## src/rtl/instruction_fetch_unit.sv

```systemverilog
// instruction_fetch_unit
// Front-end fetch stage of the single-issue RISC-V pipeline. Owns the PC, drives the
// word-addressed instruction memory (combinational read) and registers the returned word
// into IF/ID. Handles stall, redirect with flush of the wrong-path slot, and a sticky
// fault for misaligned redirect targets or out-of-range fetch addresses.
//
// Parameters:
//   RESET_PC   PC loaded on reset (word-aligned)
//   MEM_WORDS  number of 32-bit words in instruction memory
// Ports:
//   Clock, Reset      clock and asynchronous active-high reset
//   Inst_Address      current PC to instruction memory
//   Mem_Instruction   instruction word for Inst_Address, same cycle
//   Stall             hold PC and IF/ID
//   Redirect          taken branch/jump; Redirect_Target is the new PC
//   ID_Instruction    IF/ID instruction register
//   ID_PC             address of ID_Instruction
//   ID_Valid          1 = real instruction, 0 = bubble
//   Fault, Fault_PC   sticky fetch fault and the offending address
module instruction_fetch_unit #(
  parameter logic [31:0] RESET_PC  = 32'h0000_0000,
  parameter int unsigned MEM_WORDS = 32
) (
  input  logic        Clock,
  input  logic        Reset,
  output logic [31:0] Inst_Address,
  input  logic [31:0] Mem_Instruction,
  input  logic        Stall,
  input  logic        Redirect,
  input  logic [31:0] Redirect_Target,
  output logic [31:0] ID_Instruction,
  output logic [31:0] ID_PC,
  output logic        ID_Valid,
  output logic        Fault,
  output logic [31:0] Fault_PC
);

  localparam logic [31:0] NopInstr = 32'h0000_0013;

  typedef enum logic [1:0] {
    StBoot,
    StFetch,
    StFault
  } state_e;

  state_e      r_state;
  logic [31:0] r_pc;
  logic [31:0] r_id_instr;
  logic [31:0] r_id_pc;
  logic        r_id_valid;
  logic        r_fault;
  logic [31:0] r_fault_pc;

  state_e      w_state_d;
  logic [31:0] w_pc_d;
  logic [31:0] w_id_instr_d;
  logic [31:0] w_id_pc_d;
  logic        w_id_valid_d;
  logic        w_fault_d;
  logic [31:0] w_fault_pc_d;

  logic [31:0] w_word_idx;
  logic        w_out_of_range;

  assign w_word_idx     = {2'b00, r_pc[31:2]};
  assign w_out_of_range = (w_word_idx >= 32'(MEM_WORDS));

  always_comb begin
    w_state_d    = r_state;
    w_pc_d       = r_pc;
    w_id_instr_d = r_id_instr;
    w_id_pc_d    = r_id_pc;
    w_id_valid_d = r_id_valid;
    w_fault_d    = r_fault;
    w_fault_pc_d = r_fault_pc;

    unique case (r_state)
      StBoot: begin
        // Single settling cycle; stall and redirect are deliberately ignored here.
        w_id_valid_d = 1'b0;
        w_state_d    = StFetch;
      end
      StFetch: begin
        if (Redirect && (Redirect_Target[1:0] != 2'b00)) begin
          w_state_d    = StFault;
          w_fault_d    = 1'b1;
          w_fault_pc_d = Redirect_Target;
          w_id_valid_d = 1'b0;
        end else if (Redirect) begin
          // Flush the wrong-path slot; target is range-checked when it is fetched.
          w_pc_d       = Redirect_Target;
          w_id_valid_d = 1'b0;
        end else if (Stall) begin
          // Everything holds (defaults).
        end else if (w_out_of_range) begin
          w_state_d    = StFault;
          w_fault_d    = 1'b1;
          w_fault_pc_d = r_pc;
          w_id_valid_d = 1'b0;
        end else begin
          w_id_instr_d = Mem_Instruction;
          w_id_pc_d    = r_pc;
          w_id_valid_d = 1'b1;
          w_pc_d       = r_pc + 32'd4;
        end
      end
      StFault: begin
        w_id_valid_d = 1'b0;
      end
      default: begin
        w_state_d    = StFault;
        w_id_valid_d = 1'b0;
      end
    endcase
  end

  always_ff @(posedge Clock or posedge Reset) begin
    if (Reset) begin
      r_state    <= StBoot;
      r_pc       <= RESET_PC;
      r_id_instr <= NopInstr;
      r_id_pc    <= 32'h0;
      r_id_valid <= 1'b0;
      r_fault    <= 1'b0;
      r_fault_pc <= 32'h0;
    end else begin
      r_state    <= w_state_d;
      r_pc       <= w_pc_d;
      r_id_instr <= w_id_instr_d;
      r_id_pc    <= w_id_pc_d;
      r_id_valid <= w_id_valid_d;
      r_fault    <= w_fault_d;
      r_fault_pc <= w_fault_pc_d;
    end
  end

  assign Inst_Address   = r_pc;
  assign ID_Instruction = r_id_instr;
  assign ID_PC          = r_id_pc;
  assign ID_Valid       = r_id_valid;
  assign Fault          = r_fault;
  assign Fault_PC       = r_fault_pc;

endmodule

```

## config.mk

```make
export PLATFORM = sky130hd
export DESIGN_NAME = instruction_fetch_unit
export DESIGN_NICKNAME = d
export VERILOG_FILES = /design/src/rtl/instruction_fetch_unit.sv
export SDC_FILE = /design/constraint.sdc
export NUM_CORES = 1
export LEC_CHECK = 0
export ABC_AREA = 1
export CORE_MARGIN = 2
export CORE_UTILIZATION = 35
export CTS_CLUSTER_SIZE = 25
export DETAILED_ROUTE_END_ITERATION = 12
export GPL_ROUTABILITY_DRIVEN = 0
export PLACE_DENSITY = 0.64
export SLEW_MARGIN = 20
export SYNTH_ARGS = -nofsm -noshare
export SYNTH_HDL_FRONTEND = slang
export SYNTH_SLANG_ARGS = --single-unit
```

## constraint.sdc

```tcl
create_clock -name Clock -period 9.7 [get_ports Clock]
set_input_delay 1.455 -clock Clock [delete_from_list [all_inputs] [get_ports Clock]]
set_output_delay 1.455 -clock Clock [all_outputs]
set_load 0.03 [all_outputs]
```

==> results by stage <==
Routing:
- The detailed-route wire length per cell is 15.5 um.
- After detailed routing, the total wire length is 19600 um.
- Summing over every cut layer, the via total after detailed routing is 6069.
- Using the TritonRoute via totals, the vias-per-cell ratio works out to 4.79.
- Before antenna repair, the detailed router went through 5 iterations.
- The number of violations reported at the end of detailed-routing iteration 0 is 474.
- After detailed routing, the number of remaining DRC violations is 0.
- The count of nets left with antenna violations once routing finished came out at 0.

Clocking:
- The root buffer cell chosen for the clock tree is sky130_fd_sc_hd__clkbuf_16.
- The CTS tree is yes.
- In this run the number of H-tree levels came out at 4.
- The number of gates resized after CTS was 0.
- The total CTS buffers is 17.
- The buffer levels on the longest clock path is 2.
- For this design, the CTS-stage hold fixing added 0 buffers.
- The source-to-sink clock delay at the later pin of the worst-skew pair is 0.43 ns.
- The CTS clock-pin slew for the worst setup and hold paths is 0.06 ns.
- Clock tree synthesis found a total of 132 sinks.
- After clock tree synthesis, the setup repair step added 0 buffers.

STA:
- The timing-limited maximum frequency is 0.235 GHz.
- The relative slew slack is 0.393.
- The slew at the pin closest to its max-slew limit is 0.911 ns.
- The number of failing hold endpoints at the final stage is 0.
- The total negative setup slack is 0 ns.
- The maximum clock skew at final layout is 0.00938 ns.
- The shortest clock period the worst path allows after layout is 4.25 ns.
- The number of setup violations in the final report is 0.
- Of the available clock period, the critical path in the final layout requires 0.438.
- Setup repair after global routing left no endpoint under its margin.
- The worst-case setup margin in the final layout is 5.45 ns.
- The number of max-slew violations in the final report came to 0.

Global route:
- For this run, the total global-route usage over all layers was measured as 0.207.
- The total overflow reported by the global router is 0.
- The first-pass GRT wire length is 32000 um.
- The number of global-route vias before repair came to 5891.
- The number of antenna violations at the first check in global routing came to 0.
- The pin count of the biggest net entering global routing is 72.

Worst hold path:
- Counting instances, the worst hold path has a depth of 2.
- The startpoint identified for the worst hold timing path is ID_Instruction[1].
- The path class of the lowest-slack min-delay path is reg -> reg.

Finish:
- The count of antenna diodes in the layout is 0.
- The number of inserted filler cells in the final layout is 1767.
- In the final layout, the share of cells above drive strength 1 is 0.0588.
- The area used by multi-input combinational logic is 2700 sq um.
- After the last flow step, the layout net total stands at 1095.
- The sequential cells in the finished layout cover a total of 3310 sq um.
- The area growth from synthesis to layout is 42.6%.

Floorplan:
- The overall die width is 140 um.
- The initialized floorplan defines 49 standard-cell rows.
- The die height is 140 um.
- The area of the die is 19500 sq um.
- Pin placement for this block handled 198 I/O pins.
- The initial utilization of the core area, before any placement, comes to 0.357.
- The core region is 18000 sq um.

Worst setup path:
- The launching element of the worst setup path is Redirect.
- The count of cells along the worst register-to-register path is 7.
- The cell at the slowest stage of the critical path is sky130_fd_sc_hd__clkdlybuf4s50_1.
- The biggest fanout along the worst timing path is 63.
- The signal on the critical path passes through clkdlybuf4s50_1, inv_4, nand2_1, nor2_1, nand2_2, nor2_8, nor2_8, nand2_4, o21ai_0.
- The worst register-to-register path ends at Fault_PC[12].
- Counting buffers and inverters, the worst setup path is 9 cells deep.
- By instance count, the cell type seen most on the critical path is sky130_fd_sc_hd__nor2_8.
- On the worst path, the slowest cell contributes a delay of 0.83 ns.
- In this design, the largest share of critical-path delay is due to buffers and inverters.
- The worst setup path is captured at a flip-flop.
- The worst setup path is of the in -> reg kind.
- For the worst setup path, the data required time is 9.97 ns.
- The minimum setup slack among reg-to-reg paths is 7.31 ns.
- The worst setup path is launched from a primary input.
- The number of buffer and inverter stages on the critical path is 2.
- The data arrival at the endpoint of the critical path is 4.52 ns.
- The worst register-to-register path begins at Inst_Address[17].
- The destination of the critical timing path is Fault_PC[12].

Synthesis:
- The mapped netlist covers 6440 sq um.
- In the synthesized netlist, the number of instances is 840.
- The netlist uses 30 different library cells.
- Counting flops with an async set or reset pin after synthesis yields a share of 1.00.
- The average instance in the mapped netlist occupies 7.67 sq um.
- After synthesis, the cell types taking the most area are sky130_fd_sc_hd__dfrtp_1 (50%), sky130_fd_sc_hd__nand2_1 (17%), sky130_fd_sc_hd__nor2_1 (6.2%).
- Yosys mapped a number of flops with a built-in enable equal to 0.
- The leading cell type by number of instances after synthesis is sky130_fd_sc_hd__nand2_1.
- Ranked by instance count, the synthesized netlist is headed by sky130_fd_sc_hd__nand2_1 (289), sky130_fd_sc_hd__dfrtp_1 (129), sky130_fd_sc_hd__nor2_1 (107), sky130_fd_sc_hd__nand3_1 (78), sky130_fd_sc_hd__o21ai_0 (72).
- Summed over all instances, the cell type with the most area after synthesis is sky130_fd_sc_hd__dfrtp_1.
- The most used flip-flop cell after synthesis is sky130_fd_sc_hd__dfrtp_1.
- The number of nets produced by synthesis is 910.
- Synthesis inferred 132 register bits.
- For this run, the register share of the synthesized area comes to 0.514.
- Yosys printed 0 warnings.
- The area share of the leading cell type in the synthesized netlist is 0.501.

Flow run:
- The max-cap check violation count is 0.

Place:
- The estimated wirelength of the detail-placed design is 13800 um.
- OpenSTA, run right after detailed placement, puts the worst setup slack at 5.03 ns.
- The number of buffer cells added on primary ports is 197.

Power and ir drop:
- The power density relative to cell area is 154 nW/um^2.
- The total design power is 1.41 mW.
- IR analysis of the VDD net gives a maximum drop of 125 uV.
- In this run the static leakage power is 4.37 nW.

Status:
- The flow ran to the end, and the final reports show no timing, DRC or antenna violations.
layer usage:
layer,track usage,vias up,share of wire
met2,0.317,223,0.46
met3,0.0465,46,0.062
met5,0,-,0
li1,-,3022,-
met4,0.103,0,0.038
met1,0.277,2778,0.44
how the worst min path moves through the flow:
stage | end | slack [ns]
2_1_floorplan | r_state[0] | 0.44
3_3_place_gp | ID_Instruction[10] | 0.45
3_5_place_dp | Fault | 0.45
4_1_cts | ID_Instruction[1] | 0.46
5_1_grt | ID_Instruction[7] | 0.49
6_report | ID_Instruction[1] | 0.46
registers in the layout, summed over array words and instances (netlist names):
signal / flops
Fault: 1
Fault_PC: 32
ID_Instruction: 32
ID_PC: 32
ID_Valid: 1
Inst_Address: 32
r_state: 2
worst min-delay path, delay by kind of cell, from the launching register on:
family	cells	cell delay (ns)
and+or+nand+nor	2	0.09
DFF	1	0.36
power breakdown:
group | total (mW) | internal, mW | switching, mW
clock network | 0.685 | 0.437 | 0.248
registers | 0.577 | 0.565 | 0.0118
logic | 0.153 | 0.0651 | 0.0878
total | 1.41 | 1.07 | 0.348
placed cells by master, fill, tap and decap left out:
cell / synthesis / routed
sky130_fd_sc_hd__o21ai_0: 72 / 72
sky130_fd_sc_hd__inv_1: 66 / 65
sky130_fd_sc_hd__bufinv_16: 0 / 4
sky130_fd_sc_hd__dfstp_2: 3 / 3
sky130_fd_sc_hd__clkbuf_1: 15 / 2
sky130_fd_sc_hd__nand2_1: 289 / 288
sky130_fd_sc_hd__nand3_1: 78 / 78
sky130_fd_sc_hd__nand2_4: 1 / 2
sky130_fd_sc_hd__nor3_1: 1 / 1
sky130_fd_sc_hd__a31oi_1: 4 / 4
sky130_fd_sc_hd__clkbuf_16: 0 / 17
sky130_fd_sc_hd__a21oi_1: 9 / 9
sky130_fd_sc_hd__clkinv_2: 0 / 1
sky130_fd_sc_hd__mux2i_1: 7 / 7
sky130_fd_sc_hd__nand2_2: 2 / 2
sky130_fd_sc_hd__nor2_8: 3 / 3
sky130_fd_sc_hd__inv_4: 1 / 1
sky130_fd_sc_hd__nor2_1: 107 / 106
sky130_fd_sc_hd__or4_1: 1 / 1
sky130_fd_sc_hd__a211oi_1: 1 / 1
sky130_fd_sc_hd__ha_1: 2 / 2
sky130_fd_sc_hd__nor4_4: 1 / 1
sky130_fd_sc_hd__nand4_1: 4 / 4
sky130_fd_sc_hd__a31o_2: 1 / 1
sky130_fd_sc_hd__or2_0: 1 / 1
sky130_fd_sc_hd__o21bai_1: 1 / 1
sky130_fd_sc_hd__o21ai_2: 0 / 1
sky130_fd_sc_hd__nor2_2: 0 / 1
sky130_fd_sc_hd__o21ai_1: 8 / 7
sky130_fd_sc_hd__clkinvlp_4: 0 / 2
sky130_fd_sc_hd__dfrtp_1: 129 / 129
sky130_fd_sc_hd__inv_6: 0 / 3
sky130_fd_sc_hd__or2_2: 12 / 12
sky130_fd_sc_hd__clkinv_1: 1 / 1
sky130_fd_sc_hd__buf_4: 4 / 4
sky130_fd_sc_hd__clkbuf_8: 0 / 1
sky130_fd_sc_hd__clkdlybuf4s50_1: 0 / 197
sky130_fd_sc_hd__clkinv_4: 0 / 2
cell type report:
type / count / share of cell area
flip-flops and latches: 132 / 0.360
repair buffers: 201 / 0.218
well taps: 229 / 0.0312
clock inverters: 11 / 0.0191
inverters: 68 / 0.0286
multi-input cells: 605 / 0.294
clock buffers: 20 / 0.0486
per-stage QoR:
step / std cells / util / instance area [sq um] / hold slack (ns)
after floorplan: 840 / - / 6440 / 0.439
after global placement: 1235 / 0.475 / 8550 / 0.452
after detailed placement: 1235 / 0.475 / 8550 / 0.453
after CTS: 1266 / 0.509 / 9180 / 0.463
after global routing: 1266 / 0.510 / 9180 / 0.490
final: 1266 / 0.510 / 9180 / 0.461
logic make-up after synthesis:
kind of cell / after synthesis / synth area share
simple gates: 500 / 0.326
mux: 7 / 0.0109
compound gates: 96 / 0.0767
buf+inv: 103 / 0.0688
flops: 132 / 0.514
fa+ha+maj: 2 / 0.00389
No activity file was read; power rests on OpenSTA's default activity.
